$ cat src/rtl/nanov_spi_pkg.sv
// rtl/nanov_spi_pkg.sv - shared types and constants for the nanov SPI bus arbiter
//
// Purpose: FSM state encoding, SPI command bytes and a byte-order helper used by
// nanov_spi_arbiter and nanov_spi_shift.
// Optional feature macro: SPI_FAST_READ_EN adds the DUMMY state and the 0x0B
// fast-read command; without it reads use 0x03 and there is no DUMMY state.

package nanov_spi_pkg;

  localparam int         CMD_BITS      = 8;
  localparam logic [7:0] SPI_CMD_READ  = 8'h03;
  localparam logic [7:0] SPI_CMD_WRITE = 8'h02;

`ifdef SPI_FAST_READ_EN
  localparam logic [7:0] SPI_CMD_FAST_READ = 8'h0B;
  localparam logic [7:0] SPI_CMD_RD        = SPI_CMD_FAST_READ;
  localparam int         DUMMY_BITS        = 8;

  typedef enum logic [2:0] {
    ST_IDLE,
    ST_CMD,
    ST_ADDR,
    ST_DUMMY,
    ST_DATA,
    ST_DESEL
  } spi_state_e;
`else
  localparam logic [7:0] SPI_CMD_RD = SPI_CMD_READ;

  typedef enum logic [2:0] {
    ST_IDLE,
    ST_CMD,
    ST_ADDR,
    ST_DATA,
    ST_DESEL
  } spi_state_e;
`endif

  // Reorders a little-endian word so an MSB-first shift emits byte 0 first.
  function automatic logic [31:0] byte_swap32(input logic [31:0] w);
    return {w[7:0], w[15:8], w[23:16], w[31:24]};
  endfunction

endpackage

$ cat src/rtl/nanov_spi_shift.sv
// rtl/nanov_spi_shift.sv - loadable 32-bit serialiser with 6-bit down-counter
//
// Purpose: holds the word currently being sent on MOSI and counts the bits left
// in the current FSM phase.
// Ports:
//   clk, rstn   clock, asynchronous active-low reset
//   load        load load_data (optionally byte-swapped) and load_cnt
//   load_swap   byte-reverse load_data so byte 0 goes out first
//   shift_en    shift left one bit and decrement the counter
//   serial_in   bit shifted into the LSB
//   load_data   word to serialise, MSB first
//   load_cnt    bits in the phase minus one
//   serial_out  current MSB
//   cnt_zero    the current bit is the last of the phase

module nanov_spi_shift
  import nanov_spi_pkg::*;
(
  input  logic        clk,
  input  logic        rstn,
  input  logic        load,
  input  logic        load_swap,
  input  logic        shift_en,
  input  logic        serial_in,
  input  logic [31:0] load_data,
  input  logic [5:0]  load_cnt,
  output logic        serial_out,
  output logic        cnt_zero
);

  logic [31:0] sr_q, sr_d;
  logic [5:0]  cnt_q, cnt_d;

  always_comb begin
    sr_d  = sr_q;
    cnt_d = cnt_q;
    if (load) begin
      sr_d  = load_swap ? byte_swap32(load_data) : load_data;
      cnt_d = load_cnt;
    end else if (shift_en) begin
      sr_d  = {sr_q[30:0], serial_in};
      cnt_d = cnt_q - 6'd1;
    end
  end

  always_ff @(posedge clk or negedge rstn) begin
    if (!rstn) begin
      sr_q  <= '0;
      cnt_q <= '0;
    end else begin
      sr_q  <= sr_d;
      cnt_q <= cnt_d;
    end
  end

  assign serial_out = sr_q[31];
  assign cnt_zero   = (cnt_q == 6'd0);

endmodule

$ cat src/rtl/nanov_spi_arbiter.sv
// rtl/nanov_spi_arbiter.sv - SPI memory bus arbiter for fetch and load/store
//
// Purpose: owns the SPI RAM/flash bus, grants it to data (priority) or fetch,
// serialises command/address/store data and flags returned data bits.
// Optional feature macro: SPI_FAST_READ_EN (0x0B reads with 8 dummy cycles).
// Ports:
//   clk, rstn                      clock, asynchronous active-low reset
//   ifetch_req/addr                fetch stream request and start address
//   ifetch_gnt/bit_valid/word_done fetch ownership, data bit strobe, word pulse
//   data_req/write/len/addr/wdata  load/store request (len = bytes-1)
//   data_gnt/bit_valid/done        data ownership, load bit strobe, last bit
//   spi_select/clk_enable/out      chip select (low), clock gate, MOSI
//   spi_data_in                    MISO

module nanov_spi_arbiter
  import nanov_spi_pkg::*;
#(
  parameter int ADDR_BITS = 24,
  parameter int MIN_DESEL = 1
) (
  input  logic                 clk,
  input  logic                 rstn,
  input  logic                 ifetch_req,
  input  logic [ADDR_BITS-1:0] ifetch_addr,
  output logic                 ifetch_gnt,
  output logic                 ifetch_bit_valid,
  output logic                 ifetch_word_done,
  input  logic                 data_req,
  input  logic                 data_write,
  input  logic [1:0]           data_len,
  input  logic [ADDR_BITS-1:0] data_addr,
  input  logic [31:0]          data_wdata,
  output logic                 data_gnt,
  output logic                 data_bit_valid,
  output logic                 data_done,
  output logic                 spi_select,
  output logic                 spi_clk_enable,
  output logic                 spi_out,
  input  logic                 spi_data_in
);

  localparam logic [5:0] CMD_CNT   = 6'(CMD_BITS - 1);
  localparam logic [5:0] ADDR_CNT  = 6'(ADDR_BITS - 1);
  localparam logic [5:0] DESEL_CNT = 6'(MIN_DESEL - 1);

  spi_state_e           state_q, state_d;
  logic                 owner_data_q, owner_data_d;
  logic                 write_q, write_d;
  logic [1:0]           len_q, len_d;
  logic [ADDR_BITS-1:0] addr_q, addr_d;
  logic [31:0]          wdata_q, wdata_d;
  logic [4:0]           fetch_cnt_q, fetch_cnt_d;
  logic                 word_done_q, word_done_d;

  logic        sh_load, sh_swap, sh_shift, sh_msb, sh_zero;
  logic [31:0] sh_data;
  logic [5:0]  sh_cnt, data_cnt;
  logic        busy, fetch_abort, enter_data, enter_desel;

  assign busy        = (state_q != ST_IDLE) && (state_q != ST_DESEL);
  assign fetch_abort = busy && !owner_data_q && !ifetch_req;
  // Data phase length: 8*(len+1)-1; the fetch stream is unbounded and uses fetch_cnt instead.
  assign data_cnt    = owner_data_q ? {1'b0, len_q, 3'b111} : 6'd31;

  always_comb begin
    state_d      = state_q;
    owner_data_d = owner_data_q;
    write_d      = write_q;
    len_d        = len_q;
    addr_d       = addr_q;
    wdata_d      = wdata_q;
    fetch_cnt_d  = fetch_cnt_q;
    word_done_d  = 1'b0;
    sh_load      = 1'b0;
    sh_swap      = 1'b0;
    sh_shift     = 1'b0;
    sh_data      = '0;
    sh_cnt       = '0;
    enter_data   = 1'b0;
    enter_desel  = 1'b0;

    case (state_q)
      ST_IDLE: begin
        if (data_req) begin
          state_d      = ST_CMD;
          owner_data_d = 1'b1;
          write_d      = data_write;
          len_d        = (data_len == 2'd2) ? 2'd3 : data_len;
          addr_d       = data_addr;
          wdata_d      = data_wdata;
          sh_load      = 1'b1;
          sh_data      = {(data_write ? SPI_CMD_WRITE : SPI_CMD_RD), 24'h0};
          sh_cnt       = CMD_CNT;
        end else if (ifetch_req) begin
          state_d      = ST_CMD;
          owner_data_d = 1'b0;
          write_d      = 1'b0;
          addr_d       = ifetch_addr;
          sh_load      = 1'b1;
          sh_data      = {SPI_CMD_RD, 24'h0};
          sh_cnt       = CMD_CNT;
        end
      end
      ST_CMD: begin
        sh_shift = 1'b1;
        if (fetch_abort) begin
          enter_desel = 1'b1;
        end else if (sh_zero) begin
          state_d = ST_ADDR;
          sh_load = 1'b1;
          sh_data = 32'(addr_q) << (32 - ADDR_BITS);
          sh_cnt  = ADDR_CNT;
        end
      end
      ST_ADDR: begin
        sh_shift = 1'b1;
        if (fetch_abort) begin
          enter_desel = 1'b1;
        end else if (sh_zero) begin
`ifdef SPI_FAST_READ_EN
          if (!write_q) begin
            state_d = ST_DUMMY;
            sh_load = 1'b1;
            sh_cnt  = 6'(DUMMY_BITS - 1);
          end else begin
            enter_data = 1'b1;
          end
`else
          enter_data = 1'b1;
`endif
        end
      end
`ifdef SPI_FAST_READ_EN
      ST_DUMMY: begin
        sh_shift = 1'b1;
        if (fetch_abort) begin
          enter_desel = 1'b1;
        end else if (sh_zero) begin
          enter_data = 1'b1;
        end
      end
`endif
      ST_DATA: begin
        if (owner_data_q) begin
          sh_shift = 1'b1;
          if (sh_zero) begin
            enter_desel = 1'b1;
          end
        end else begin
          fetch_cnt_d = fetch_cnt_q + 5'd1;
          word_done_d = (fetch_cnt_q == 5'd31);
          // A pending load/store only takes the bus once the current word is complete.
          if (!ifetch_req || (data_req && (fetch_cnt_q == 5'd31))) begin
            enter_desel = 1'b1;
          end
        end
      end
      ST_DESEL: begin
        if (sh_zero) begin
          state_d = ST_IDLE;
        end else begin
          sh_shift = 1'b1;
        end
      end
      default: state_d = ST_IDLE;
    endcase

    if (enter_desel) begin
      state_d = ST_DESEL;
      sh_load = 1'b1;
      sh_data = '0;
      sh_cnt  = DESEL_CNT;
    end
    if (enter_data) begin
      state_d     = ST_DATA;
      sh_load     = 1'b1;
      sh_swap     = 1'b1;
      sh_data     = wdata_q;
      sh_cnt      = data_cnt;
      fetch_cnt_d = 5'd0;
    end
  end

  always_ff @(posedge clk or negedge rstn) begin
    if (!rstn) begin
      state_q      <= ST_IDLE;
      owner_data_q <= 1'b0;
      write_q      <= 1'b0;
      len_q        <= 2'd0;
      addr_q       <= '0;
      wdata_q      <= '0;
      fetch_cnt_q  <= 5'd0;
      word_done_q  <= 1'b0;
    end else begin
      state_q      <= state_d;
      owner_data_q <= owner_data_d;
      write_q      <= write_d;
      len_q        <= len_d;
      addr_q       <= addr_d;
      wdata_q      <= wdata_d;
      fetch_cnt_q  <= fetch_cnt_d;
      word_done_q  <= word_done_d;
    end
  end

  nanov_spi_shift u_shift (
    .clk        (clk),
    .rstn       (rstn),
    .load       (sh_load),
    .load_swap  (sh_swap),
    .shift_en   (sh_shift),
    .serial_in  (spi_data_in),
    .load_data  (sh_data),
    .load_cnt   (sh_cnt),
    .serial_out (sh_msb),
    .cnt_zero   (sh_zero)
  );

  assign spi_select       = !busy;
  assign spi_clk_enable   = busy;
  assign spi_out          = ((state_q == ST_CMD) || (state_q == ST_ADDR) ||
                             ((state_q == ST_DATA) && write_q)) && sh_msb;
  assign ifetch_gnt       = busy && !owner_data_q;
  assign data_gnt         = busy && owner_data_q;
  assign ifetch_bit_valid = (state_q == ST_DATA) && !owner_data_q;
  assign data_bit_valid   = (state_q == ST_DATA) && owner_data_q && !write_q;
  assign data_done        = (state_q == ST_DATA) && owner_data_q && sh_zero;
  assign ifetch_word_done = word_done_q;

endmodule

$ cat config.mk
export PLATFORM = sky130hd
export DESIGN_NAME = nanov_spi_arbiter
export DESIGN_NICKNAME = d
export VERILOG_FILES = /design/src/rtl/nanov_spi_pkg.sv /design/src/rtl/nanov_spi_shift.sv /design/src/rtl/nanov_spi_arbiter.sv
export SDC_FILE = /design/constraint.sdc
export NUM_CORES = 1
export LEC_CHECK = 0
export ABC_AREA = 1
export CORE_MARGIN = 2
export CORE_UTILIZATION = 53
export DETAILED_ROUTE_END_ITERATION = 6
export HOLD_SLACK_MARGIN = 0.03
export PLACE_DENSITY = 0.8
export SKIP_LAST_GASP = 1
export SYNTH_ARGS = -nofsm -noshare
export SYNTH_HDL_FRONTEND = slang
export SYNTH_SLANG_ARGS = --single-unit
$ cat constraint.sdc
create_clock -name clk -period 2.7 [get_ports clk]
set_clock_uncertainty 0.2 [all_clocks]
set_input_delay 0.405 -clock clk [delete_from_list [all_inputs] [get_ports clk]]
set_output_delay 0.405 -clock clk [all_outputs]
set_load 0.01 [all_outputs]
==> out/results.txt, run 1 <==
Status: completed
Remaining DRCs: 0
Max stage delay on crit path: 0.52 ns
DIE HEIGHT: 106 um
Startpoint Class: flip-flop
CTS Root Cell: clkbuf_8
Register area share after synthesis: 0.488
Largest net degree at the start of global routing: 51
Via-to-Cell Ratio: 5.29
CP bufs+invs: 3
CP endpoint kind: primary output
Placer Congestion: 0.885
CP Max Fanout: 4
Initial Util: 0.539
Filler cell count: 837
Cell mode on critical path: inv_1
Worst vdd ir: 0.000516 V
Commonest cells after routing, fill and taps aside: nand2_1, dfrtp_1, clkdlybuf4s50_1
Hold path depth: 2
Crit Path Category: flip-flop to primary output
First-pass GRT wire length: 21.2 mm
GRT Overall Usage: 0.234
Share of cells above drive strength 1: 0.103
Final hold viol count: 0
WL per Instance: 13.9 um
Fmax achieved: 386 MHz
Reg2reg setup slack: 0.23 ns
CP arrival: 1.99 ns
Clock slew at reported path FFs: 0.11 ns
Crit path max-delay cell type: clkdlybuf4s50_1
CTS tree: done
Setup Viol. Count Final: 0
Pins Over Slew Limit: 0
Die width: 106 um
GRT overflow: 0
Clock H-tree levels: 3
Register area: 2680 sq um
R2R Path End: u_shift.sr_q[14]$_DFFE_PN0P_
LEAKAGE: 3.32 nW
Port bufs: 96
IO Count: 97
Vias in the first global route: 4596
Crit-path leading delay family: buffers and inverters
Routed WL: 12.7 mm
RSZ-0062 raised after global routing: true
Hold/Removal Path Class: flip-flop to flip-flop
Num CTS Buffers: 9
TritonRoute pass-1 iters: 5
Slew HR: 0.662
Dpl ws: 0.181 ns
Synth warn: 0
Syn avg cell area: 8.13 sq um
Setup_tns: 0 ns
Max-Cap Viols: 0
P&R area growth vs syn: 25.0%
Diodes inserted: 0
Syn Nets: 767
Full die area: 11200 sq um
Crit share post-route: 0.960
Critical Path RT: 2.10 ns
Power Dens Cells: 1100 nW/um^2
Post-DRT Antenna Nets: 0
Final worst setup slack: 0.107 ns
First DRT Iteration DRCs: 272
Slew @ Worst Pin: 0.504 ns
Initial antenna violation count: 0
Crit path cell chain: inv_1 -> nor2_4 -> nand2_2 -> nand2_1 -> o2111ai_1 -> inv_1 -> clkdlybuf4s50_1
Multi-input logic area: 2450 sq um
CTS Sinks: 107
Commonest non-fill, non-tap cell in the layout: nand2_1
Nets: 863
Endpoint, Worst Hold: u_shift.sr_q[21]$_DFFE_PN0P_
Yosys cell types: 36
CTS Buffer Depth: 2
Worst-skew pair later-pin latency: 0.37 ns
Dpl hpwl: 9.00 mm
FF-to-FF path depth: 13
Clock period minus worst slack: 2.59 ns
Worst reg2reg startpoint: fetch_cnt_q[0]$_DFFE_PN0P_
Cell area after synthesis: 5490 sq um
Via count: 4820
Cells after Synth: 675
Core area: 10200 sq um
Hold Crit Start: u_shift.sr_q[21]$_DFFE_PN0P_
Row count: 37
Number of synthesized register bits: 107
[Yosys cell counts]
| library cell | count | area, sq um |
|---|---|---|
| or2_2 | 1 | 6.26 |
| nor2_8 | 2 | 40.0 |
| o21ai_0 | 19 | 95.1 |
| nand2_1 | 211 | 792 |
| o21a_1 | 1 | 7.51 |
| nand3_1 | 43 | 215 |
| buf_1 | 2 | 7.51 |
| xor2_1 | 2 | 17.5 |
| o2111ai_1 | 1 | 8.76 |
| xnor2_1 | 2 | 17.5 |
| nor3_1 | 3 | 15.0 |
| nor2_4 | 2 | 22.5 |
| buf_2 | 15 | 75.1 |
| nand2_2 | 3 | 18.8 |
| o31ai_1 | 23 | 173 |
| nor2_1 | 80 | 300 |
| inv_1 | 56 | 210 |
| ha_1 | 4 | 50.1 |
| nand3b_1 | 1 | 7.51 |
| nand3_4 | 1 | 17.5 |
| mux2i_1 | 1 | 10.0 |
| clkbuf_1 | 11 | 41.3 |
| o21ai_1 | 2 | 10.0 |
| nand2_4 | 1 | 11.3 |
| nor2_2 | 2 | 12.5 |
| o211ai_1 | 11 | 82.6 |
| buf_6 | 3 | 33.8 |
| a21boi_0 | 2 | 15.0 |
| a21oi_1 | 15 | 75.1 |
| inv_2 | 4 | 15.0 |
| nand4_1 | 13 | 81.3 |
| a31oi_1 | 2 | 12.5 |
| mux2_2 | 24 | 270 |
| dfrtp_1 | 107 | 2680 |
| nand3_2 | 4 | 40.0 |
| clkinv_1 | 1 | 3.75 |
[per-layer routing]
layer / vias up / GRT usage / wire (um)
met3: 19 / 0.0396 / 759
met4: 0 / 0.0602 / 174
met2: 161 / 0.388 / 6000
met5: - / 0 / 0
li1: 2376 / - / -
met1: 2264 / 0.322 / 5770
[power by group]
part           switching, mW  internal, mW  total [mW]
clock                  0.586         0.448        1.03
sequential             0.445          2.38        2.82
combinational           2.22          1.46        3.68
[kinds of logic (layout without fill, tap and decap cells)]
logic type,Yosys count,count (layout),share of synthesized area
AO/OA/AOI/OAI,76,76,0.0873
flip-flops,107,107,0.488
multiplexers,25,25,0.0511
buffers and inverters,92,192,0.0704
AND/OR/NAND/NOR,367,368,0.288
adder cells (fa/ha/maj),4,4,0.00912
XOR/XNOR,4,4,0.00638
[what timing repair did]
| item | CTS | global route |
|---|---|---|
| gates cloned | 0 | 1 |
| buffers inserted | 1 | 2 |
| setup endpoints to repair | 1 | 29 |
| hold endpoints to repair | 34 | 0 |
| gates resized for setup | 0 | 2 |
| hold buffers | 1 | 0 |
| pin swaps | 1 | 2 |
[worst max-delay path by stage]
stage	start	endpoint	slack (ns)	cells past startpoint
final	state_q[1]$_DFFE_PN0P_	spi_out	0.11	7
after global placement	ifetch_req	u_shift.cnt_q[1]$_DFFE_PN0P_	0.24	10
after floorplan	fetch_cnt_q[0]$_DFFE_PN0P_	u_shift.sr_q[31]$_DFFE_PN0P_	0.56	13
after detailed placement	fetch_cnt_q[0]$_DFFE_PN0P_	u_shift.cnt_q[0]$_DFFE_PN0P_	0.18	13
after global routing	state_q[2]$_DFFE_PN0P_	ifetch_bit_valid	-0.02	4
after CTS	state_q[1]$_DFFE_PN0P_	spi_out	0.07	7
[worst min-delay path, delay by kind of cell, from the launching register on]
kind | cells | cell delay [ns]
simple gates | 2 | 0.11
flops | 1 | 0.36
[sequential cells by signal, summed over array words and instances (netlist names)]
signal,flops
owner_data_q,1
ifetch_word_done,1
wdata_q,32
state_q,3
write_q,1
u_shift.sr_q,32
fetch_cnt_q,5
len_q,2
addr_q,24
u_shift.cnt_q,6
[cell type report]
class,instances,area share
Timing Repair Buffer,115,0.164
Clock buffer,9,0.0181
Tap cell,136,0.0248
Multi-Input combinational cell,477,0.357
Sequential cell,107,0.390
Inverter,61,0.0334
Clock inverter,7,0.0122
[per-stage QoR]
step           instances  instance area (sq um)  utilization  total power [mW]  hold WS [ns]
4_1_cts              909                   6820        0.670              7.42         0.293
6_report             912                   6860        0.674              7.54         0.293
3_3_place_gp         891                   6600        0.648              6.20         0.201
2_1_floorplan        675                   5490            -              5.38       -0.0906
5_1_grt              912                   6860        0.674              8.18         0.316
3_5_place_dp         891                   6600        0.648              6.38         0.203
Note: power is estimated with default switching activity, not from simulation.
==> inputs of run 2 (changes only) <==
--- a/config.mk
+++ b/config.mk
@@ -5,11 +5,9 @@
 export SDC_FILE = /design/constraint.sdc
 export NUM_CORES = 1
 export LEC_CHECK = 0
-export ABC_AREA = 1
 export CORE_MARGIN = 2
-export CORE_UTILIZATION = 53
+export CORE_UTILIZATION = 52
 export DETAILED_ROUTE_END_ITERATION = 6
-export HOLD_SLACK_MARGIN = 0.03
 export PLACE_DENSITY = 0.8
 export SKIP_LAST_GASP = 1
 export SYNTH_ARGS = -nofsm -noshare
==> run 2 against run 1 <==
  * Via count down 18%
  * Final area down 5.3%
  * Setup slack worse by 0.012 ns
  * Critical path depth down 3
  * Largest cell class unchanged
  * Largest power group unchanged
==> out/results.txt, run 2 <==
Setup_tns: 0 ns
DIE HEIGHT: 104 um
Fmax achieved: 384 MHz
Slew @ Worst Pin: 0.673 ns
CP endpoint kind: primary output
Crit-path leading delay family: buffers and inverters
Combinational share of power: 0.465
Count leader, synth: dfrtp_1
Register area share after synthesis: 0.518
Ys flop type: dfrtp_1
RSZ-0062 raised after global routing: false
Yosys cell types: 51
WL met3: 576 um
Routed WL: 11.6 mm
Synth warn: 0
Placed cell area: 6280 sq um
Via count: 3960
Status: completed
Startpoint Class: flip-flop
GRT Overall Usage: 0.227
CTS tree: done
Crit share post-route: 0.965
Remaining DRCs: 0
Switch share: 0.391
Post-DRT Antenna Nets: 0
Min Hold Slack: 0.292 ns
R2R Path End: u_shift.sr_q[8]$_DFFE_PN0P_
Top flop regs: u_shift.sr_q x32, wdata_q x32, addr_q x24
Via-to-Cell Ratio: 5.81
Slew HR: 0.546
Clock power share: 0.128
Die width: 104 um
Syn avg cell area: 11.4 sq um
Commonest non-fill, non-tap cell in the layout: dfrtp_1
IO Count: 97
Area leader, netlist: dfrtp_1
Crit path max-delay cell type: clkdlybuf4s50_1
CP Max Fanout: 10
Filler cell count: 786
Power Dens Cells: 1110 nW/um^2
CP bufs+invs: 2
Core area: 9730 sq um
Final Instance Area: 6500 sq um
Initial antenna violation count: 0
Share of cells above drive strength 1: 0.157
Top layer in use: met4
P_sw: 2.83 mW
Num CTS Buffers: 9
Reg2reg setup slack: 0.24 ns
WL per Instance: 17.0 um
Top cells by area, synth: dfrtp_1, mux2i_1, mux2_2, o21ai_0, nand2_1
Row count: 36
P&R area growth vs syn: 25.7%
Clock H-tree levels: 3
Total power: 7.23 mW
Crit Path Category: flip-flop to primary output
Critical path capture point: data_bit_valid
Port bufs: 96
Vias in the first global route: 4118
Max stage delay on crit path: 0.53 ns
Post-synth EDFFs: 0
Full die area: 10800 sq um
Cell internal pwr: 4.40 mW
TritonRoute pass-1 iters: 5
LEAKAGE: 2.82 nW
Worst Setup SP: state_q[2]$_DFFE_PN0P_
Seq pwr share: 0.407
CTS Buffer Depth: 2
FF-to-FF path depth: 10
Max-Cap Viols: 0
Diodes inserted: 0
Share of the synthesized area in the top cell type: 0.518
Syn Nets: 545
Worst-skew pair later-pin latency: 0.37 ns
Cell area after synthesis: 5170 sq um
Final hold viol count: 0
FFs w/ async S/R, synth: 1.00
Placer Congestion: 0.887
CP arrival: 2.00 ns
Register area: 2680 sq um
Commonest cells post-synth: dfrtp_1, mux2i_1, nand2_1, o21ai_0, mux2_2
First-pass GRT wire length: 19.8 mm
Number of synthesized register bits: 107
Initial Util: 0.531
Metal-1 WL: 4.98 mm
GRT overflow: 0
Hold/Removal Path Class: flip-flop to flip-flop
Cells after Synth: 453
Crit path cell chain: nand4b_1 -> buf_4 -> nor2_1 -> clkdlybuf4s50_1
Largest net degree at the start of global routing: 62
Dpl hpwl: 8.16 mm
Pins Over Slew Limit: 0
CTS Root Cell: clkbuf_8
CTS Sinks: 107
Stages on the worst setup path: 4
Clock period minus worst slack: 2.61 ns
Multi-input logic area: 2290 sq um
Critical Path RT: 2.10 ns
Fin util: 0.668
Setup Viol. Count Final: 0
Clock slew at reported path FFs: 0.10 ns
Worst reg2reg startpoint: fetch_cnt_q[0]$_DFFE_PN0P_
Worst vdd ir: 0.000557 V
Routed wl met2: 5.79 mm
First DRT Iteration DRCs: 307
Nets: 636
Commonest cells after routing, fill and taps aside: dfrtp_1, clkdlybuf4s50_1, mux2i_1
-- run 2: per-layer routing --
metal  track usage  vias to the layer above
li1              -                     1850
met4        0.0734                        0
met2         0.378                      142
met5             0                        -
met3        0.0485                       23
met1         0.300                     1945
-- run 2: repair_timing --
action | 4_1_cts | 5_1_grt
buffers inserted | 0 | 1
cloned | 0 | 0
gates resized for setup | 3 | 3
endpoints found under the hold margin | 46 | 0
pin swaps | 0 | 1
hold buffers | 1 | 0
setup endpoints to repair | 1 | 6
-- run 2: layout make-up --
cell class | instances | share of cell area
Sequential cell | 107 | 0.413
Multi-Input combinational cell | 302 | 0.353
Timing Repair Buffer | 119 | 0.178
Tap cell | 133 | 0.0256
Clock buffer | 9 | 0.0191
Clock inverter | 7 | 0.00905
Inverter | 5 | 0.00289
-- run 2: metrics by stage --
| stage | setup WS, ns | instances |
|---|---|---|
| after global routing | 0.00533 | 682 |
| after floorplan | 0.417 | 453 |
| after CTS | 0.000274 | 681 |
| after global placement | 0.277 | 664 |
| after detailed placement | 0.190 | 664 |
| final | 0.0945 | 682 |
-- run 2: power groups by stage --
stage | clock network, mW | logic (mW) | registers, mW
floorplan | 0 | 2.54 | 2.74
global placement | 0 | 3.15 | 2.93
detailed placement | 0 | 3.32 | 2.96
CTS | 0.944 | 3.36 | 2.93
global route | 1.02 | 3.73 | 3.03
finish | 0.927 | 3.36 | 2.94
-- run 2: worst min-delay path, delay by kind of cell, from the launching register on --
family	cells	cell delay, ns
DFF	1	0.35
AOI/OAI and AO/OA	1	0.06
and+or+nand+nor	1	0.05
-- run 2: how the worst min path moves through the flow --
stage / startpoint / to / slack (ns) / cells after the start
final: addr_q[20]$_DFFE_PN0P_ / addr_q[20]$_DFFE_PN0P_ / 0.29 / 2
after global routing: addr_q[14]$_DFFE_PN0P_ / addr_q[14]$_DFFE_PN0P_ / 0.33 / 2
after global placement: rstn / u_shift.cnt_q[3]$_DFFE_PN0P_ / 0.24 / 1
after CTS: addr_q[20]$_DFFE_PN0P_ / addr_q[20]$_DFFE_PN0P_ / 0.30 / 2
after floorplan: rstn / addr_q[0]$_DFFE_PN0P_ / -0.09 / 0
after detailed placement: rstn / owner_data_q$_DFFE_PN0P_ / 0.25 / 1
-- run 2: logic make-up (layout without fill, tap and decap cells) --
group / after synthesis / after routing / share of synthesized area
and+or+nand+nor: 97 / 97 / 0.0942
AOI/OAI and AO/OA: 109 / 109 / 0.152
buffers and inverters: 44 / 140 / 0.0421
adders and majority gates: 4 / 4 / 0.00968
muxes: 83 / 83 / 0.169
xor gates and xnor gates: 9 / 9 / 0.0153
DFF: 107 / 107 / 0.518
